## src/rtl/code_convert_pipe_if.sv

```systemverilog
// Handshake bundle for code_convert_pipe: input word side, registered output side.
// The optional out_err signal exists only when CODE_CONV_ONEHOT_CHK_EN is defined.
interface code_convert_pipe_if #(
  parameter int N = 4
);
  localparam int W = 2 ** N;

  logic         mode;
  logic         in_valid;
  logic         in_ready;
  logic [W-1:0] in_data;
  logic         out_valid;
  logic         out_ready;
  logic [W-1:0] out_data;
  logic         out_none;
`ifdef CODE_CONV_ONEHOT_CHK_EN
  logic         out_err;

  // Producer/consumer view (testbench or surrounding logic).
  modport master (
    output mode, in_valid, in_data, out_ready,
    input  in_ready, out_valid, out_data, out_none, out_err
  );

  // Converter view.
  modport slave (
    input  mode, in_valid, in_data, out_ready,
    output in_ready, out_valid, out_data, out_none, out_err
  );
`else
  // Producer/consumer view (testbench or surrounding logic).
  modport master (
    output mode, in_valid, in_data, out_ready,
    input  in_ready, out_valid, out_data, out_none
  );

  // Converter view.
  modport slave (
    input  mode, in_valid, in_data, out_ready,
    output in_ready, out_valid, out_data, out_none
  );
`endif
endinterface

```

## src/rtl/code_convert_pipe.sv

```systemverilog
// Registered N-to-2^N decoder / 2^N-to-N priority encoder with valid/ready
// handshake, global enable and a saturating output-transfer counter.
// Optional feature macro: CODE_CONV_ONEHOT_CHK_EN adds out_err, flagging an
// encode request vector with more than one bit set.
module code_convert_pipe #(
  parameter int N  = 4,
  parameter int CW = 16
) (
  input  logic                 clk,
  input  logic                 rst_n,
  input  logic                 en,
  code_convert_pipe_if.slave   bus,
  output logic [CW-1:0]        xfer_cnt
);
  localparam int W = 2 ** N;

  logic         accept;
  logic         drain;
  logic [N-1:0] enc_idx;
  logic         enc_none;
  logic [W-1:0] nxt_data;
  logic         nxt_none;

  // A new word may enter when enabled and the output slot is empty or emptying.
  assign bus.in_ready = en && (!bus.out_valid || bus.out_ready);
  assign accept       = bus.in_valid && bus.in_ready;
  assign drain        = bus.out_valid && bus.out_ready;

  // Conversion of the presented word according to the mode sampled with it.
  always_comb begin
    // NOTE: every output of a combinational block gets a default first so no path leaves it unassigned (which would infer a latch).
    enc_idx  = '0;
    enc_none = 1'b1;
    nxt_data = '0;
    nxt_none = 1'b0;
    // Ascending scan: the last set bit seen is the highest, which wins.
    for (int i = 0; i < W; i++) begin
      if (bus.in_data[i]) begin
        enc_idx  = N'(i);
        enc_none = 1'b0;
      end
    end
    if (bus.mode) begin
      nxt_data = {{(W-N){1'b0}}, enc_idx};
      nxt_none = enc_none;
    end else begin
      nxt_data = W'(1) << bus.in_data[N-1:0];
      nxt_none = 1'b0;
    end
  end

  // Output register: load on accept, empty on a drain without refill.
  always_ff @(posedge clk or negedge rst_n) begin
    // NOTE: sequential state uses non-blocking assignments so all registers update together from pre-edge values.
    if (!rst_n) begin
      bus.out_valid <= 1'b0;
      bus.out_data  <= '0;
      bus.out_none  <= 1'b0;
    end else if (accept) begin
      bus.out_valid <= 1'b1;
      bus.out_data  <= nxt_data;
      bus.out_none  <= nxt_none;
    end else if (drain) begin
      bus.out_valid <= 1'b0;
    end
  end

`ifdef CODE_CONV_ONEHOT_CHK_EN
  logic nxt_err;

  // Multiple-request flag: clearing the lowest set bit leaves something behind.
  assign nxt_err = bus.mode && ((bus.in_data & (bus.in_data - W'(1))) != '0);

  // Error flag travels with the result it describes.
  always_ff @(posedge clk or negedge rst_n) begin
    if (!rst_n) begin
      bus.out_err <= 1'b0;
    end else if (accept) begin
      bus.out_err <= nxt_err;
    end
  end
`endif

  // Completed output handshakes, holding at all-ones.
  always_ff @(posedge clk or negedge rst_n) begin
    if (!rst_n) begin
      xfer_cnt <= '0;
    end else if (drain && (xfer_cnt != '1)) begin
      xfer_cnt <= xfer_cnt + CW'(1);
    end
  end
endmodule

```

## src/flat_wrapper.sv

```systemverilog
// flat-port wrapper written by rule: the top's interface ports become plain ports
module code_convert_pipe_flat 
#(
  parameter int N  = 4,
  parameter int CW = 16
)
  (clk, rst_n, en, xfer_cnt, bus_mode, bus_in_valid, bus_in_data, bus_out_ready, bus_in_ready, bus_out_valid, bus_out_data, bus_out_none);
  code_convert_pipe_if #(.N(N)) bus_i ();
  input  logic clk;
  input  logic rst_n;
  input  logic en;
  output logic [CW-1:0] xfer_cnt;
  input wire logic [$bits(bus_i.mode)-1:0] bus_mode;
  input wire logic [$bits(bus_i.in_valid)-1:0] bus_in_valid;
  input wire logic [$bits(bus_i.in_data)-1:0] bus_in_data;
  input wire logic [$bits(bus_i.out_ready)-1:0] bus_out_ready;
  output wire logic [$bits(bus_i.in_ready)-1:0] bus_in_ready;
  output wire logic [$bits(bus_i.out_valid)-1:0] bus_out_valid;
  output wire logic [$bits(bus_i.out_data)-1:0] bus_out_data;
  output wire logic [$bits(bus_i.out_none)-1:0] bus_out_none;
  assign bus_i.mode = bus_mode;
  assign bus_i.in_valid = bus_in_valid;
  assign bus_i.in_data = bus_in_data;
  assign bus_i.out_ready = bus_out_ready;
  assign bus_in_ready = bus_i.in_ready;
  assign bus_out_valid = bus_i.out_valid;
  assign bus_out_data = bus_i.out_data;
  assign bus_out_none = bus_i.out_none;
  code_convert_pipe #(.N(N), .CW(CW)) u_core (.clk(clk), .rst_n(rst_n), .en(en), .bus(bus_i), .xfer_cnt(xfer_cnt));
endmodule
```

## config.mk

```make
export PLATFORM = sky130hd
export DESIGN_NAME = code_convert_pipe_flat
export DESIGN_NICKNAME = d
export VERILOG_FILES = /design/src/rtl/code_convert_pipe_if.sv /design/src/rtl/code_convert_pipe.sv /design/src/flat_wrapper.sv
export SDC_FILE = /design/constraint.sdc
export NUM_CORES = 1
export LEC_CHECK = 0
export BUFFER_PORTS_ARGS = -buffer_cell sky130_fd_sc_hd__clkbuf_2
export CAP_MARGIN = 20
export CORE_MARGIN = 2
export CORE_UTILIZATION = 52
export CTS_BUF_LIST = sky130_fd_sc_hd__clkbuf_8
export CTS_CLUSTER_DIAMETER = 150
export DETAILED_ROUTE_END_ITERATION = 10
export PLACE_DENSITY = 0.82
export SYNTH_ARGS = -nofsm -noshare
export SYNTH_HDL_FRONTEND = slang
export SYNTH_SLANG_ARGS = --single-unit
```

## constraint.sdc

```tcl
create_clock -name clk -period 2 [get_ports clk]
set_input_delay 0.2 -clock clk [delete_from_list [all_inputs] [get_ports clk]]
set_output_delay 0.2 -clock clk [all_outputs]
set_load 0.05 [all_outputs]
```

==> results of run 1 <==
## worst paths after layout
kind | depth (start not counted) | startpoint | end | slack, ns
max in group asynchronous | 3 | rst_n | u_core.bus.out_data[5]$_DFFE_PN0P_ | 1.16
min reg2reg | 2 | u_core.bus.out_data[8]$_DFFE_PN0P_ | u_core.bus.out_data[8]$_DFFE_PN0P_ | 0.49
max reg2reg | 6 | u_core.xfer_cnt[0]$_DFFE_PN0P_ | u_core.xfer_cnt[10]$_DFFE_PN0P_ | 0.16
max | 6 | u_core.xfer_cnt[0]$_DFFE_PN0P_ | u_core.xfer_cnt[10]$_DFFE_PN0P_ | 0.16
min | 2 | bus_in_data[1] | u_core.bus.out_data[8]$_DFFE_PN0P_ | 0.19
min in group asynchronous | 2 | rst_n | u_core.xfer_cnt[2]$_DFFE_PN0P_ | 0.35
## registers in the layout, summed over array words and instances, names as in the netlist
name and flops:
u_core.bus.out_data 16, u_core.bus.out_none 1, u_core.xfer_cnt 16, u_core.bus.out_valid 1
## through the flow
step | worst slack [ns] | std cells | total power, uW
6_report | 0.158 | 278 | 2050
5_1_grt | 0.0625 | 278 | 2150
4_1_cts | 0.0896 | 278 | 2070
3_5_place_dp | 0.139 | 269 | 1440
3_3_place_gp | 0.208 | 269 | 1430
2_1_floorplan | 0.00378 | 170 | 1270
## cell usage after synthesis, drive strengths merged, types with 2 or more instances
cell type  count  area (sq um)
a21oi          5          25.0
and3           2          12.5
buf            3          15.0
dfrtp         34           851
inv            4          15.0
nand2         26          97.6
nand2b         3          18.8
nand3          8          45.0
nand4          6          58.8
nor2          20          75.1
nor3           4          25.0
nor4           4          40.0
o21ai          5          25.0
o31ai         12          90.1
o41ai          2          17.5
xnor2          9          78.8
xor2           3          26.3
## timing repair
action                                  CTS  global route
hold endpoints to repair                 13             0
hold buffers                              1             0
endpoints found under the setup margin    0             2
gates resized for setup                   0             1
## cell type report
cell class / instances / area [sq um]
clock inverter: 3 / 45.0
inverter: 4 / 15.0
clock buffer: 5 / 68.8
multi-input combinational: 128 / 800
fill: 258 / 903
tap: 44 / 55.1
timing repair buffer: 60 / 313
sequential: 34 / 853
## cell usage in the layout (no fill, tap or decap), drive strengths merged, types with 2 or more instances in the layout
cell type / Yosys / final
buf: 3 / 3
xor2: 3 / 3
clkbuf: 1 / 61
nand2b: 3 / 3
and3: 2 / 2
nor2: 20 / 20
nand4: 6 / 6
nand2: 26 / 26
a21oi: 5 / 5
o41ai: 2 / 2
dfrtp: 34 / 34
clkinvlp: 0 / 2
xnor2: 9 / 9
o21ai: 5 / 5
nand3: 8 / 8
nor3: 4 / 4
inv: 4 / 4
o31ai: 12 / 12
nor4: 4 / 4
## power groups by stage
stage	Combinational, uW	Sequential, uW	Clock [uW]
after global routing	617	868	666
after floorplan	156	1110	0
after CTS	578	851	637
after detailed placement	574	865	0
final	576	853	624
after global placement	567	862	0
## metal layers
layer | global-route usage | vias up | wire [um]
met4 | 0.0683 | 0 | 14
met5 | 0 | - | 0
li1 | - | 735 | -
met2 | 0.347 | 53 | 1790
met3 | 0.0682 | 4 | 251
met1 | 0.272 | 709 | 1560
## cell families (layout without fill, tap and decap cells)
kind of cell	Yosys count	in the layout
mux	2	2
flops	34	34
fa+ha+maj	1	1
xor+xnor	12	12
buf+inv	8	72
compound gates	33	33
simple gates	80	80
==> impl_metrics.env, run 1 <==
export IMPL_outcome="complete, no violations"
export IMPL_via_per_inst=5.40
export IMPL_rsz0062_at_grt="no"
export IMPL_critPathBufInv=0
export IMPL_dpl_hpwl_um=2780
export IMPL_final_core_util=0.704
export IMPL_initialDrtViolationCount=61
export IMPL_synth_cell_types=42
export IMPL_wl_per_cell_um=13.0
export IMPL_hold_violations=0
export IMPL_path_max_fanout=5
export IMPL_place_area_sq_um=2020
export IMPL_cell_internal_pwr_uw=1290
export IMPL_path_cells="ha_1 -> and3_1 -> nand3_1 -> nor3_2 -> nand4_1 -> xnor2_1"
export IMPL_p_leak_uw=0.00106
export IMPL_ys_warnings_count=0
export IMPL_cts_buffers=5
export IMPL_core_sq_um=3050
export IMPL_h_tree_depth=2
export IMPL_io_pins=57
export IMPL_ys_seq_elements=34
export IMPL_worst_setup_path_end_kind="flop"
export IMPL_synth_area_mux_share=0.0149
export IMPL_antenna_cells=0
export IMPL_synth_compound_area_frac=0.136
export IMPL_grt_ovfl_total=0
export IMPL_p_sw_frac=0.371
export IMPL_crit_arrival_ns=2.01
export IMPL_antenna_found_initial=0
export IMPL_worst_pin_slew_ns=0.369
export IMPL_crit_family="simple AND/OR/NAND/NOR gates"
export IMPL_finalInstanceArea_sq_um=2150
export IMPL_layout_drive_gt1_share=0.329
export IMPL_io_buffers=56
export IMPL_fp_row_count=20
export IMPL_ys_seq_area_frac=0.507
export IMPL_synth_main_ff_cell="dfrtp_1"
export IMPL_cts_sinks=34
export IMPL_wl_um=3620
export IMPL_power_switching_uw=761
export IMPL_start_util=0.550
export IMPL_vdd_drop_max_mv=0.520
export IMPL_grt_pass1_vias=1416
export IMPL_clockRootBuffer="clkbuf_8"
export IMPL_gp_congestion=0.888
export IMPL_synth_edff_count=0
export IMPL_synth_xor_area_frac=0.0626
export IMPL_slew_viol_final=0
export IMPL_die_y_um=60.8
export IMPL_vias=1501
export IMPL_crit_slowest_cell="dfrtp_2"
export IMPL_whs_ns=0.190
export IMPL_cts_tree="built"
export IMPL_relSlewSlack=0.752
export IMPL_setup_tns_final_ns=0
export IMPL_drt_antenna_violating_nets=0
export IMPL_pwr_share_seq=0.416
export IMPL_power_frac_comb=0.281
export IMPL_synth_fa_ha_area_frac=0.00745
export IMPL_hold_class="in -> reg"
export IMPL_die_area_sq_um=3700
export IMPL_grt_first_pass_wirelength_um=5880
export IMPL_synth_area_sq_um=1680
export IMPL_post_cts_setup_buffers=0
export IMPL_nNetsFinal=256
export IMPL_synth_simple_area_share=0.252
export IMPL_cts_buffer_depth=2
export IMPL_setup_viol=0
export IMPL_area_delta_synth_final_pct=28.0
export IMPL_drv_cap=0
export IMPL_avgSynthCellArea_sq_um=9.88
export IMPL_period_needed_ns=1.84
export IMPL_synthCells=170
export IMPL_drc=0
export IMPL_slowest_delay_ns=0.39
export IMPL_synth_top_family_by_area="simple AND/OR/NAND/NOR gates"
export IMPL_cp_start_kind="flop"
export IMPL_grt_start_max_net_pins=29
export IMPL_clk_pin_slew_ns=0.07
export IMPL_ys_async_sr_fraction=1.00
export IMPL_synth_fp_nets=193
export IMPL_drtPass1Iterations=4
export IMPL_clk_insertion_delay_late_ns=0.28
export IMPL_fmax_ghz=0.543
export IMPL_p_per_area_nw_per_um2=955
export IMPL_critPathKind="reg -> reg"
export IMPL_cp_required_ns=2.17
export IMPL_die_w_um=60.8
export IMPL_clkPwrFrac=0.304
export IMPL_grt_usage=0.213
export IMPL_finalClockSkew_ns=0.00710
export IMPL_period_share=0.921
Power figures use the tool's default switching activity.
==> inputs of run 2 (changes only) <==
ABC_AREA = 1   (was unset)
CORE_UTILIZATION = 56   (was 52)
PLACE_DENSITY = 0.87   (was 0.82)
SETUP_SLACK_MARGIN = 0.5   (was unset)
clock period = 2.25 ns   (was 2 ns; I/O delays follow)
==> impl_metrics.env, run 2 <==
export IMPL_die_y_um=59.9
export IMPL_grt_start_max_net_pins=35
export IMPL_p_sw_frac=0.389
export IMPL_layout_drive_gt1_share=0.321
export IMPL_setup_tns_final_ns=0
export IMPL_io_buffers=56
export IMPL_avgSynthCellArea_sq_um=8.16
export IMPL_power_frac_comb=0.302
export IMPL_regArea_sq_um=861
export IMPL_die_w_um=59.9
export IMPL_synth_cell_types=27
export IMPL_timing_rr_end="u_core.xfer_cnt[13]$_DFFE_PN0P_"
export IMPL_synth_edff_count=0
export IMPL_synthTopCellsByCount="58 x nand2_1, 34 x dfrtp_1, 30 x inv_1"
export IMPL_multi_input_comb_area_sq_um=801
export IMPL_period_needed_ns=1.75
export IMPL_h_tree_depth=2
export IMPL_synth_top_area_frac=0.487
export IMPL_grt_ovfl_total=0
export IMPL_area_delta_synth_final_pct=27.4
export IMPL_grt_met2_usage=0.351
export IMPL_setup_viol=0
export IMPL_core_sq_um=3000
export IMPL_grt_usage=0.220
export IMPL_layout_common_cells="58 x nand2_1, 56 x clkbuf_2, 31 x inv_1"
export IMPL_drv_cap=0
export IMPL_fp_row_count=20
export IMPL_reg2reg_depth=9
export IMPL_vias=1611
export IMPL_finalClockSkew_ns=0.00267
export IMPL_clk_insertion_delay_late_ns=0.28
export IMPL_nNetsFinal=302
export IMPL_synth_area_mux_share=0
export IMPL_reg2reg_slack_ns=0.50
export IMPL_top_usage_layer="met2"
export IMPL_clockRootBuffer="clkbuf_8"
export IMPL_synth_main_ff_cell="dfrtp_1"
export IMPL_cts_tree="built"
export IMPL_initialDrtViolationCount=79
export IMPL_drt_antenna_violating_nets=0
export IMPL_start_util=0.582
export IMPL_reg2reg_from="u_core.xfer_cnt[0]$_DFFE_PN0P_"
export IMPL_ys_warnings_count=0
export IMPL_p_per_area_nw_per_um2=789
export IMPL_synthCells=214
export IMPL_worst_pin_slew_ns=0.810
export IMPL_cp_required_ns=2.45
export IMPL_synth_fp_nets=237
export IMPL_pwr_share_seq=0.439
export IMPL_antenna_cells=0
export IMPL_ys_async_sr_fraction=1.00
export IMPL_relSlewSlack=0.460
export IMPL_drc=0
export IMPL_via_per_inst=5.15
export IMPL_wl_per_cell_um=11.8
export IMPL_grt_pass1_vias=1421
export IMPL_wl_um=3710
export IMPL_yosysMostFrequentCell="nand2_1"
export IMPL_critPathKind="reg -> reg"
export IMPL_ys_seq_area_frac=0.487
export IMPL_postCtsHoldBufs=0
export IMPL_fmax_ghz=0.573
export IMPL_hold_class="in -> async"
export IMPL_clk_pin_slew_ns=0.07
export IMPL_cts_buffer_depth=2
export IMPL_die_area_sq_um=3580
export IMPL_cts_sinks=34
export IMPL_cp_start_kind="flop"
export IMPL_power_switching_uw=683
export IMPL_worst_setup_path_end_kind="flop"
export IMPL_grt_first_pass_wirelength_um=5880
export IMPL_rsz0062_at_grt="yes"
export IMPL_use_met3=0.0519
export IMPL_hold_violations=0
export IMPL_synth_area_leaders="dfrtp_1 49%, nand2_1 12%, inv_1 6.4%"
export IMPL_gp_congestion=0.856
export IMPL_met1_usage=0.296
export IMPL_synth_top_family_by_area="simple AND/OR/NAND/NOR gates"
export IMPL_synth_compound_area_frac=0.0981
export IMPL_io_pins=57
export IMPL_synth_simple_area_share=0.266
export IMPL_setup_ws_ns=0.504
export IMPL_synth_fa_ha_area_frac=0.00716
export IMPL_synth_xor_area_frac=0.0702
export IMPL_outcome="complete, no violations"
export IMPL_synth_area_sq_um=1750
export IMPL_crit_arrival_ns=1.94
export IMPL_dpl_hpwl_um=2810
export IMPL_clkPwrFrac=0.259
export IMPL_period_share=0.776
export IMPL_cell_internal_pwr_uw=1070
export IMPL_path_max_fanout=4
export IMPL_slew_viol_final=0
export IMPL_cts_buffers=5
export IMPL_synth_area_leader_cell="dfrtp_1"
export IMPL_vdd_drop_max_mv=0.781
export IMPL_p_leak_uw=0.00120
export IMPL_dp_slack_ns=0.397
export IMPL_final_fill_count=225
export IMPL_largestRegisters="u_core.bus.out_data: 16 flops, u_core.xfer_cnt: 16 flops"
export IMPL_antenna_found_initial=0
export IMPL_ys_seq_elements=34
export IMPL_final_common_cell="nand2_1"
export IMPL_drtPass1Iterations=4
-- run 2: changes by cell type in the layout (fill, tap and decap cells not counted), moves of 3 or more --
cell,before,now
dfrtp_1,32,26
dfrtp_2,2,8
inv_1,4,31
nand2_1,26,58
nor2_2,0,3
nor3_1,2,6
nor4_1,3,0
o21ai_0,5,16
o31ai_1,12,1
xor2_1,3,7
-- run 2: critical path, cell delays in order, from the launching register on --
cell and delay [ns]:
dfrtp_2 0.44, ha_4 0.18, nand3_2 0.07, nor3_2 0.06, a31oi_4 0.23, nand4_4 0.16, nor2_4 0.16, nand2_2 0.09
nor2_2 0.11, xor2_1 0.17
-- run 2: layout make-up --
type                    count  area share
clock buffers               6      0.0371
clock inverters             2     0.00394
inverters                  30      0.0506
multi-input cells         147       0.360
flip-flops and latches     34       0.387
well taps                  33      0.0186
repair buffers             61       0.143
-- run 2: routing by layer --
metal | vias to the layer above | wire (um) | part of all wire
li1 | 814 | - | -
met1 | 742 | 1740 | 0.47
met2 | 51 | 1750 | 0.47
met3 | 4 | 186 | 0.050
met4 | 0 | 31 | 0.0084
met5 | - | 0 | 0
-- run 2: stage by stage --
stage / instances / utilization / hold WS (ns) / cell area, sq um / total power (uW)
after floorplan: 214 / - / -0.0706 / 1780 / 1140
after global placement: 302 / 0.701 / 0.355 / 2110 / 1280
after detailed placement: 302 / 0.701 / 0.358 / 2110 / 1300
after CTS: 311 / 0.734 / 0.0534 / 2200 / 1750
after global routing: 313 / 0.741 / 0.0935 / 2220 / 1830
final: 313 / 0.741 / 0.0256 / 2220 / 1750
-- run 2: power groups by stage --
stage                     Clock (uW)  Sequential [uW]  Combinational, uW
final                            455              770                530
after detailed placement           0              781                515
after global routing             483              782                569
after global placement             0              776                505
after CTS                        459              771                521
after floorplan                    0              993                147
-- run 2: cells by family (layout without fill, tap and decap cells) --
family	after synthesis	count (layout)
AO/OA/AOI/OAI	28	28
AND/OR/NAND/NOR	104	104
XOR/XNOR	14	14
flip-flops	34	34
buffers and inverters	33	99
adder cells (fa/ha/maj)	1	1
-- run 2: timing repair --
action                                  4_1_cts  5_1_grt
gates resized for setup                       0        1
cloned                                        0        0
buffers inserted                              1        2
endpoints found under the setup margin        4        3
pin swaps                                     2        0
-- run 2: worst max-delay path by stage --
stage                                   startpoint  cells past startpoint                              end  slack (ns)
detailed placement  u_core.xfer_cnt[1]$_DFFE_PN0P_                      9  u_core.xfer_cnt[13]$_DFFE_PN0P_        0.40
global route        u_core.xfer_cnt[0]$_DFFE_PN0P_                      9  u_core.xfer_cnt[13]$_DFFE_PN0P_        0.42
CTS                 u_core.xfer_cnt[0]$_DFFE_PN0P_                      9  u_core.xfer_cnt[13]$_DFFE_PN0P_        0.52
finish              u_core.xfer_cnt[0]$_DFFE_PN0P_                      9  u_core.xfer_cnt[13]$_DFFE_PN0P_        0.50
floorplan           u_core.xfer_cnt[0]$_DFFE_PN0P_                      9  u_core.xfer_cnt[15]$_DFFE_PN0P_        0.40
global placement    u_core.xfer_cnt[0]$_DFFE_PN0P_                      9  u_core.xfer_cnt[13]$_DFFE_PN0P_        0.52
